--- src/rtl/if_stage_if.sv ---
// if_stage_if: instruction-memory request/response bus.
//   master (fetch side): drives req/addr, receives ready/rvalid/rdata.
//   slave (memory side): receives req/addr, drives ready/rvalid/rdata.
// Handshake: a request is accepted on a rising edge where req && ready.
// rvalid then pulses for exactly one cycle, at least one cycle after
// acceptance, and carries rdata for that request.
interface if_stage_if;
  logic        req;
  logic [31:0] addr;
  logic        ready;
  logic        rvalid;
  logic [31:0] rdata;

  modport master (output req, addr, input ready, rvalid, rdata);
  modport slave  (input req, addr, output ready, rvalid, rdata);
endinterface

--- src/rtl/if_stage.sv ---
// if_stage: instruction fetch stage with a single outstanding memory request.
//
// Ports:
//   clk, reset           clock; asynchronous active-low reset
//   imem                 if_stage_if.master instruction-memory bus
//   redirect_valid/_pc   one-cycle branch/jump redirect (target bits [1:0] ignored)
//   id_valid/id_ready    valid/ready handshake towards decode
//   id_inst, id_pc       fetched instruction and its address
//   perf_fetch_cnt       decode transfers (only with IF_STAGE_PERF_EN, else 0)
//   perf_stall_cnt       cycles holding an instruction that decode refused
//                        (only with IF_STAGE_PERF_EN, else 0)
//   state_dbg            current FSM state (00 REQ, 01 WAIT, 10 HOLD, 11 DROP)
//
// Optional feature macro: IF_STAGE_PERF_EN enables the performance counters.
module if_stage #(
  parameter logic [31:0] RESET_PC = 32'h0000_0000
) (
  input  logic         clk,
  input  logic         reset,
  if_stage_if.master   imem,
  input  logic         redirect_valid,
  input  logic [31:0]  redirect_pc,
  output logic         id_valid,
  input  logic         id_ready,
  output logic [31:0]  id_inst,
  output logic [31:0]  id_pc,
  output logic [31:0]  perf_fetch_cnt,
  output logic [31:0]  perf_stall_cnt,
  output logic [1:0]   state_dbg
);

  typedef enum logic [1:0] {
    S_REQ  = 2'b00,
    S_WAIT = 2'b01,
    S_HOLD = 2'b10,
    S_DROP = 2'b11
  } state_t;

  state_t      state, state_nxt;
  logic [31:0] pc;
  logic [31:0] req_pc;
  logic [31:0] redirect_tgt;
  logic        accept;
  logic        take_rsp;

  assign redirect_tgt = redirect_pc & 32'hFFFF_FFFC;
  assign accept       = imem.req && imem.ready;
  // A response is kept only when no redirect arrives in the same cycle.
  assign take_rsp     = (state == S_WAIT) && imem.rvalid && !redirect_valid;

  // State register
  always_ff @(posedge clk or negedge reset) begin
    if (!reset) state <= S_REQ;
    else        state <= state_nxt;
  end

  // Next-state logic
  always_comb begin
    state_nxt = state;
    unique case (state)
      S_REQ:  if (accept) state_nxt = S_WAIT;
      S_WAIT: begin
        if (redirect_valid) state_nxt = imem.rvalid ? S_REQ : S_DROP;
        else if (imem.rvalid) state_nxt = S_HOLD;
      end
      S_HOLD: if (redirect_valid || id_ready) state_nxt = S_REQ;
      // The stale response retires DROP even when a further redirect lands
      // in the same cycle; waiting for another rvalid would never end.
      S_DROP: if (imem.rvalid) state_nxt = S_REQ;
      default: state_nxt = S_REQ;
    endcase
  end

  // Output logic; request is held low while reset is asserted.
  always_comb begin
    imem.req  = (state == S_REQ) && !redirect_valid && reset;
    imem.addr = pc;
    state_dbg = state;
  end

  // Datapath
  always_ff @(posedge clk or negedge reset) begin
    if (!reset) begin
      pc       <= RESET_PC;
      req_pc   <= RESET_PC;
      id_valid <= 1'b0;
      id_inst  <= 32'h0000_0013;
      id_pc    <= 32'h0000_0000;
    end else begin
      if (redirect_valid)  pc <= redirect_tgt;
      else if (accept)     pc <= pc + 32'd4;

      if (accept) req_pc <= pc;

      if (take_rsp) begin
        id_valid <= 1'b1;
        id_inst  <= imem.rdata;
        id_pc    <= req_pc;
      end else if ((state == S_HOLD) && (redirect_valid || id_ready)) begin
        id_valid <= 1'b0;
      end
    end
  end

`ifdef IF_STAGE_PERF_EN
  always_ff @(posedge clk or negedge reset) begin
    if (!reset) begin
      perf_fetch_cnt <= 32'd0;
      perf_stall_cnt <= 32'd0;
    end else begin
      if (id_valid && id_ready)  perf_fetch_cnt <= perf_fetch_cnt + 32'd1;
      if (id_valid && !id_ready) perf_stall_cnt <= perf_stall_cnt + 32'd1;
    end
  end
`else
  assign perf_fetch_cnt = 32'd0;
  assign perf_stall_cnt = 32'd0;
`endif

endmodule

--- src/flat_wrapper.sv ---
// flat-port wrapper written by rule: the top's interface ports become plain ports
module if_stage_flat 
#(
  parameter logic [31:0] RESET_PC = 32'h0000_0000
)
  (clk, reset, redirect_valid, redirect_pc, id_valid, id_ready, id_inst, id_pc, perf_fetch_cnt, perf_stall_cnt, state_dbg, imem_req, imem_addr, imem_ready, imem_rvalid, imem_rdata);
  if_stage_if imem_i ();
  input  logic clk;
  input  logic reset;
  input  logic redirect_valid;
  input  logic [31:0] redirect_pc;
  output logic id_valid;
  input  logic id_ready;
  output logic [31:0] id_inst;
  output logic [31:0] id_pc;
  output logic [31:0] perf_fetch_cnt;
  output logic [31:0] perf_stall_cnt;
  output logic [1:0] state_dbg;
  output wire logic [$bits(imem_i.req)-1:0] imem_req;
  output wire logic [$bits(imem_i.addr)-1:0] imem_addr;
  input wire logic [$bits(imem_i.ready)-1:0] imem_ready;
  input wire logic [$bits(imem_i.rvalid)-1:0] imem_rvalid;
  input wire logic [$bits(imem_i.rdata)-1:0] imem_rdata;
  assign imem_req = imem_i.req;
  assign imem_addr = imem_i.addr;
  assign imem_i.ready = imem_ready;
  assign imem_i.rvalid = imem_rvalid;
  assign imem_i.rdata = imem_rdata;
  if_stage #(.RESET_PC(RESET_PC)) u_core (.clk(clk), .reset(reset), .imem(imem_i), .redirect_valid(redirect_valid), .redirect_pc(redirect_pc), .id_valid(id_valid), .id_ready(id_ready), .id_inst(id_inst), .id_pc(id_pc), .perf_fetch_cnt(perf_fetch_cnt), .perf_stall_cnt(perf_stall_cnt), .state_dbg(state_dbg));
endmodule
--- config.mk ---
export PLATFORM = sky130hd
export DESIGN_NAME = if_stage_flat
export DESIGN_NICKNAME = d
export VERILOG_FILES = /design/src/rtl/if_stage_if.sv /design/src/rtl/if_stage.sv /design/src/flat_wrapper.sv
export SDC_FILE = /design/constraint.sdc
export NUM_CORES = 1
export LEC_CHECK = 0
export BUFFER_PORTS_ARGS = -buffer_cell sky130_fd_sc_hd__buf_2
export CORE_UTILIZATION = 29
export DETAILED_ROUTE_END_ITERATION = 10
export GPL_ROUTABILITY_DRIVEN = 0
export RECOVER_POWER = 100
export SETUP_SLACK_MARGIN = 0.02
export SLEW_MARGIN = 20
export SYNTH_ARGS = -nofsm -noshare
export SYNTH_HDL_FRONTEND = slang
export SYNTH_SLANG_ARGS = --single-unit
--- constraint.sdc ---
create_clock -name clk -period 2.1 [get_ports clk]
set_input_delay 0.105 -clock clk [delete_from_list [all_inputs] [get_ports clk]]
set_output_delay 0.105 -clock clk [all_outputs]
set_load 0.01 [all_outputs]
==> results.toml <==
[detailed_routing]
drt_wl_total_mm = 15.5
wl_per_cell_um = 14.7
drtIter0Drc = 140
via_per_inst = 4.39
firstDrtPassIters = 4
via_count = 4606
ant_nets = 0
drc = 0

[pwr]
swShare = 0.302
p_total_mw = 8.54
intPower_mw = 5.96
power_frac_seq = 0.416
p_leak_nw = 3.58
power_frac_comb = 0.240
power_frac_clock = 0.344
power_density_nw_per_um2 = 1050
peakVddDrop_mv = 0.575
p_switching_mw = 2.58

[sta]
rsz0062_at_grt = "no"
period_needed_ns = 2.00
setup_viol = 0
final_hold_viol_count = 0
maxSlewViolCount = 0
max_freq_mhz = 501
max_slew_margin = 0.446
fin_skew_ns = 0.00854
min_period_over_period = 0.950
tightest_slew_ns = 0.830
setup-tns-final_ns = 0

[grt]
grt_pass1_wl_mm = 23.7
grt_overflow_total = 0
grt_max_degree = 66
grt_pass1_vias = 4594
grt_antenna_before_repair = 0
grt_usage = 0.151

[critical_path]
critPathMaxStageDelay_ns = 0.59
crit_arrival_ns = 2.29
slowest_stage = "or4_1"
crit_required_ns = 2.39
path_max_fanout = 5
cpLargestDelayFamily = "simple AND/OR/NAND/NOR gates"
path_class = "reg -> reg"
start_kind = "flip-flop"
endpoint_kind = "flip-flop"
crit_path_cell_trace = "nand4_1, or4_1, nor4_2, clkbuf_4, mux2_2"
path_buf_inv = 1
ff2ff_setup_slack_ns = 0.10

[floorplanning]
ios = 234
row_count = 51
die_area_um2 = 20900
core_um2 = 19700
fp.dieH_um = 144
start_util = 0.299
die_w_um = 144

[layout]
syn_to_final_growth_pct = 38.2
nets = 841
final_layout_size_suffix_gt1_frac = 0.313
nFillCells = 1963

[logic_synthesis]
yosysTopAreaCellShare = 0.519
yosysMostFrequentCell = "dfrtp_1"
synth_ff_type = "dfrtp_1"
synth_area_um2 = 5880
ys_seq_elements = 125
synth_area_per_cell_um2 = 11.8
async_flop_share = 1.00
yosysUniqueCellTypes = 45
yosysTopAreaCell = "dfrtp_1"
seq_area_frac_synth = 0.532
synthCells = 500
synth-edff-count = 0
synthTopCellsByArea = "dfrtp_1 52%, mux2_2 17%, buf_4 8.7%"
yosys_warnings = 0
synth_common_cells = "122 x dfrtp_1, 89 x mux2_2, 68 x buf_4"

[placement]
hpwl_mm = 10.7
io_buffers = 163

[clocking]
path_clk_slew_ns = 0.06
cts_tree = "done"
clock_path_buffers = 2
clkLatencyLatePin_ns = 0.41
numCtsBuffers = 17
cts_sinks = 125
cts_root_buffer = "clkbuf_16"
h-tree-depth = 4
cts_setup_buffers = 0

[job]
maxCapViolations = 0

[min_path]
hp-class = "in -> reg"

[outcome]
outcome = "completed"
## worst paths after layout
kind	startpoint	to	depth (start not counted)
max in group asynchronous	reset	u_core.imem.addr[16]$_DFFE_PN0P_	4
min in group asynchronous	reset	u_core.state_dbg[1]$_DFFE_PN0P_	3
setup reg to reg	u_core.imem.addr[13]$_DFFE_PN0P_	u_core.imem.addr[27]$_DFFE_PN0P_	5
hold / removal	redirect_pc[27]	u_core.imem.addr[27]$_DFFE_PN0P_	4
hold reg to reg	u_core.req_pc[27]$_DFFE_PN0P_	u_core.req_pc[27]$_DFFE_PN0P_	2
setup / recovery	u_core.imem.addr[13]$_DFFE_PN0P_	u_core.imem.addr[27]$_DFFE_PN0P_	5
## metrics by stage
step                      hold WS [ns]  area [um2]  std cells  setup WS [ns]  utilization
after global placement           0.102        7080        951         0.0569        0.360
after global routing            0.0690        8130       1048         0.0178        0.414
final                           0.0432        8130       1049          0.105        0.414
after detailed placement         0.103        7080        951         0.0127        0.360
after floorplan                 -0.191        6140        567         0.0658            -
after CTS                       0.0179        8330       1048         0.0568        0.424
## placed cells by master, fill, tap and decap left out, types with 2 or more instances in the layout
master / n
clkbuf_4: 3
bufinv_16: 2
inv_1: 6
dfstp_2: 3
or4_4: 2
and2_1: 3
inv_6: 4
nor3_1: 3
clkinvlp_4: 2
mux2_2: 89
xor2_1: 4
or3_1: 4
clkinv_4: 5
clkbuf_1: 97
a31oi_1: 12
nand3_1: 17
o21ai_0: 19
o31ai_1: 9
dlygate4sd3_1: 65
dfrtp_1: 121
and3_1: 2
o211ai_1: 3
and4_1: 3
buf_4: 17
nor2_1: 16
o22ai_1: 2
xnor2_1: 5
buf_2: 90
or4_1: 15
conb_1: 68
nand2_1: 33
nand4_1: 15
nand2b_1: 2
clkbuf_16: 17
## cell families after synthesis
family / share of synthesized area
AND/OR/NAND/NOR: 0.118
flip-flops: 0.532
buffers and inverters: 0.106
multiplexers: 0.172
AO/OA/AOI/OAI: 0.0555
XOR/XNOR: 0.0134
adder cells (fa/ha/maj): 0.00213
other: 0.000637
## layout make-up
type	instances	area (um2)	area share
sequential	125	3130	0.385
multi-input combinational	345	2390	0.294
timing repair buffer	275	1650	0.203
clock buffer	18	439	0.0540
tap	265	332	0.0408
clock inverter	14	159	0.0195
inverter	6	22.5	0.00277
antenna	1	2.50	0.000308
## timing repair
action | 4_1_cts | 5_1_grt
endpoints found under the hold margin | 140 | 0
setup endpoints to repair | 1 | 7
hold buffers | 65 | 0
cloned | 0 | 0
resized for setup | 1 | 3
## power by group through the flow
| stage | Combinational, mW | Clock [mW] | Sequential [mW] |
|---|---|---|---|
| floorplan | 0.940 | 0 | 3.86 |
| global placement | 2.12 | 0 | 3.55 |
| detailed placement | 2.15 | 0 | 3.58 |
| CTS | 2.25 | 3.03 | 3.54 |
| global route | 2.28 | 3.14 | 3.67 |
| finish | 2.05 | 2.94 | 3.55 |
## worst reg2reg max path: stages, from the launching register on
cell      delay, ns
dfrtp_1        0.41
nand4_1        0.17
or4_1          0.59
nor4_2         0.22
clkbuf_4       0.17
mux2_2         0.32
## metal layers
layer	vias up	wire length (um)	track usage
met5	-	0	0
li1	2214	-	-
met4	0	210	0.0493
met3	18	1170	0.0404
met1	2186	6840	0.184
met2	188	7230	0.258
## state kept, by name, indices dropped and copies added (netlist names)
register          count
u_core.id_inst       32
u_core.id_pc         30
u_core.state_dbg      2
u_core.imem.addr     30
u_core.req_pc        30
u_core.id_valid       1
Note: power is estimated with default switching activity, not from simulation.
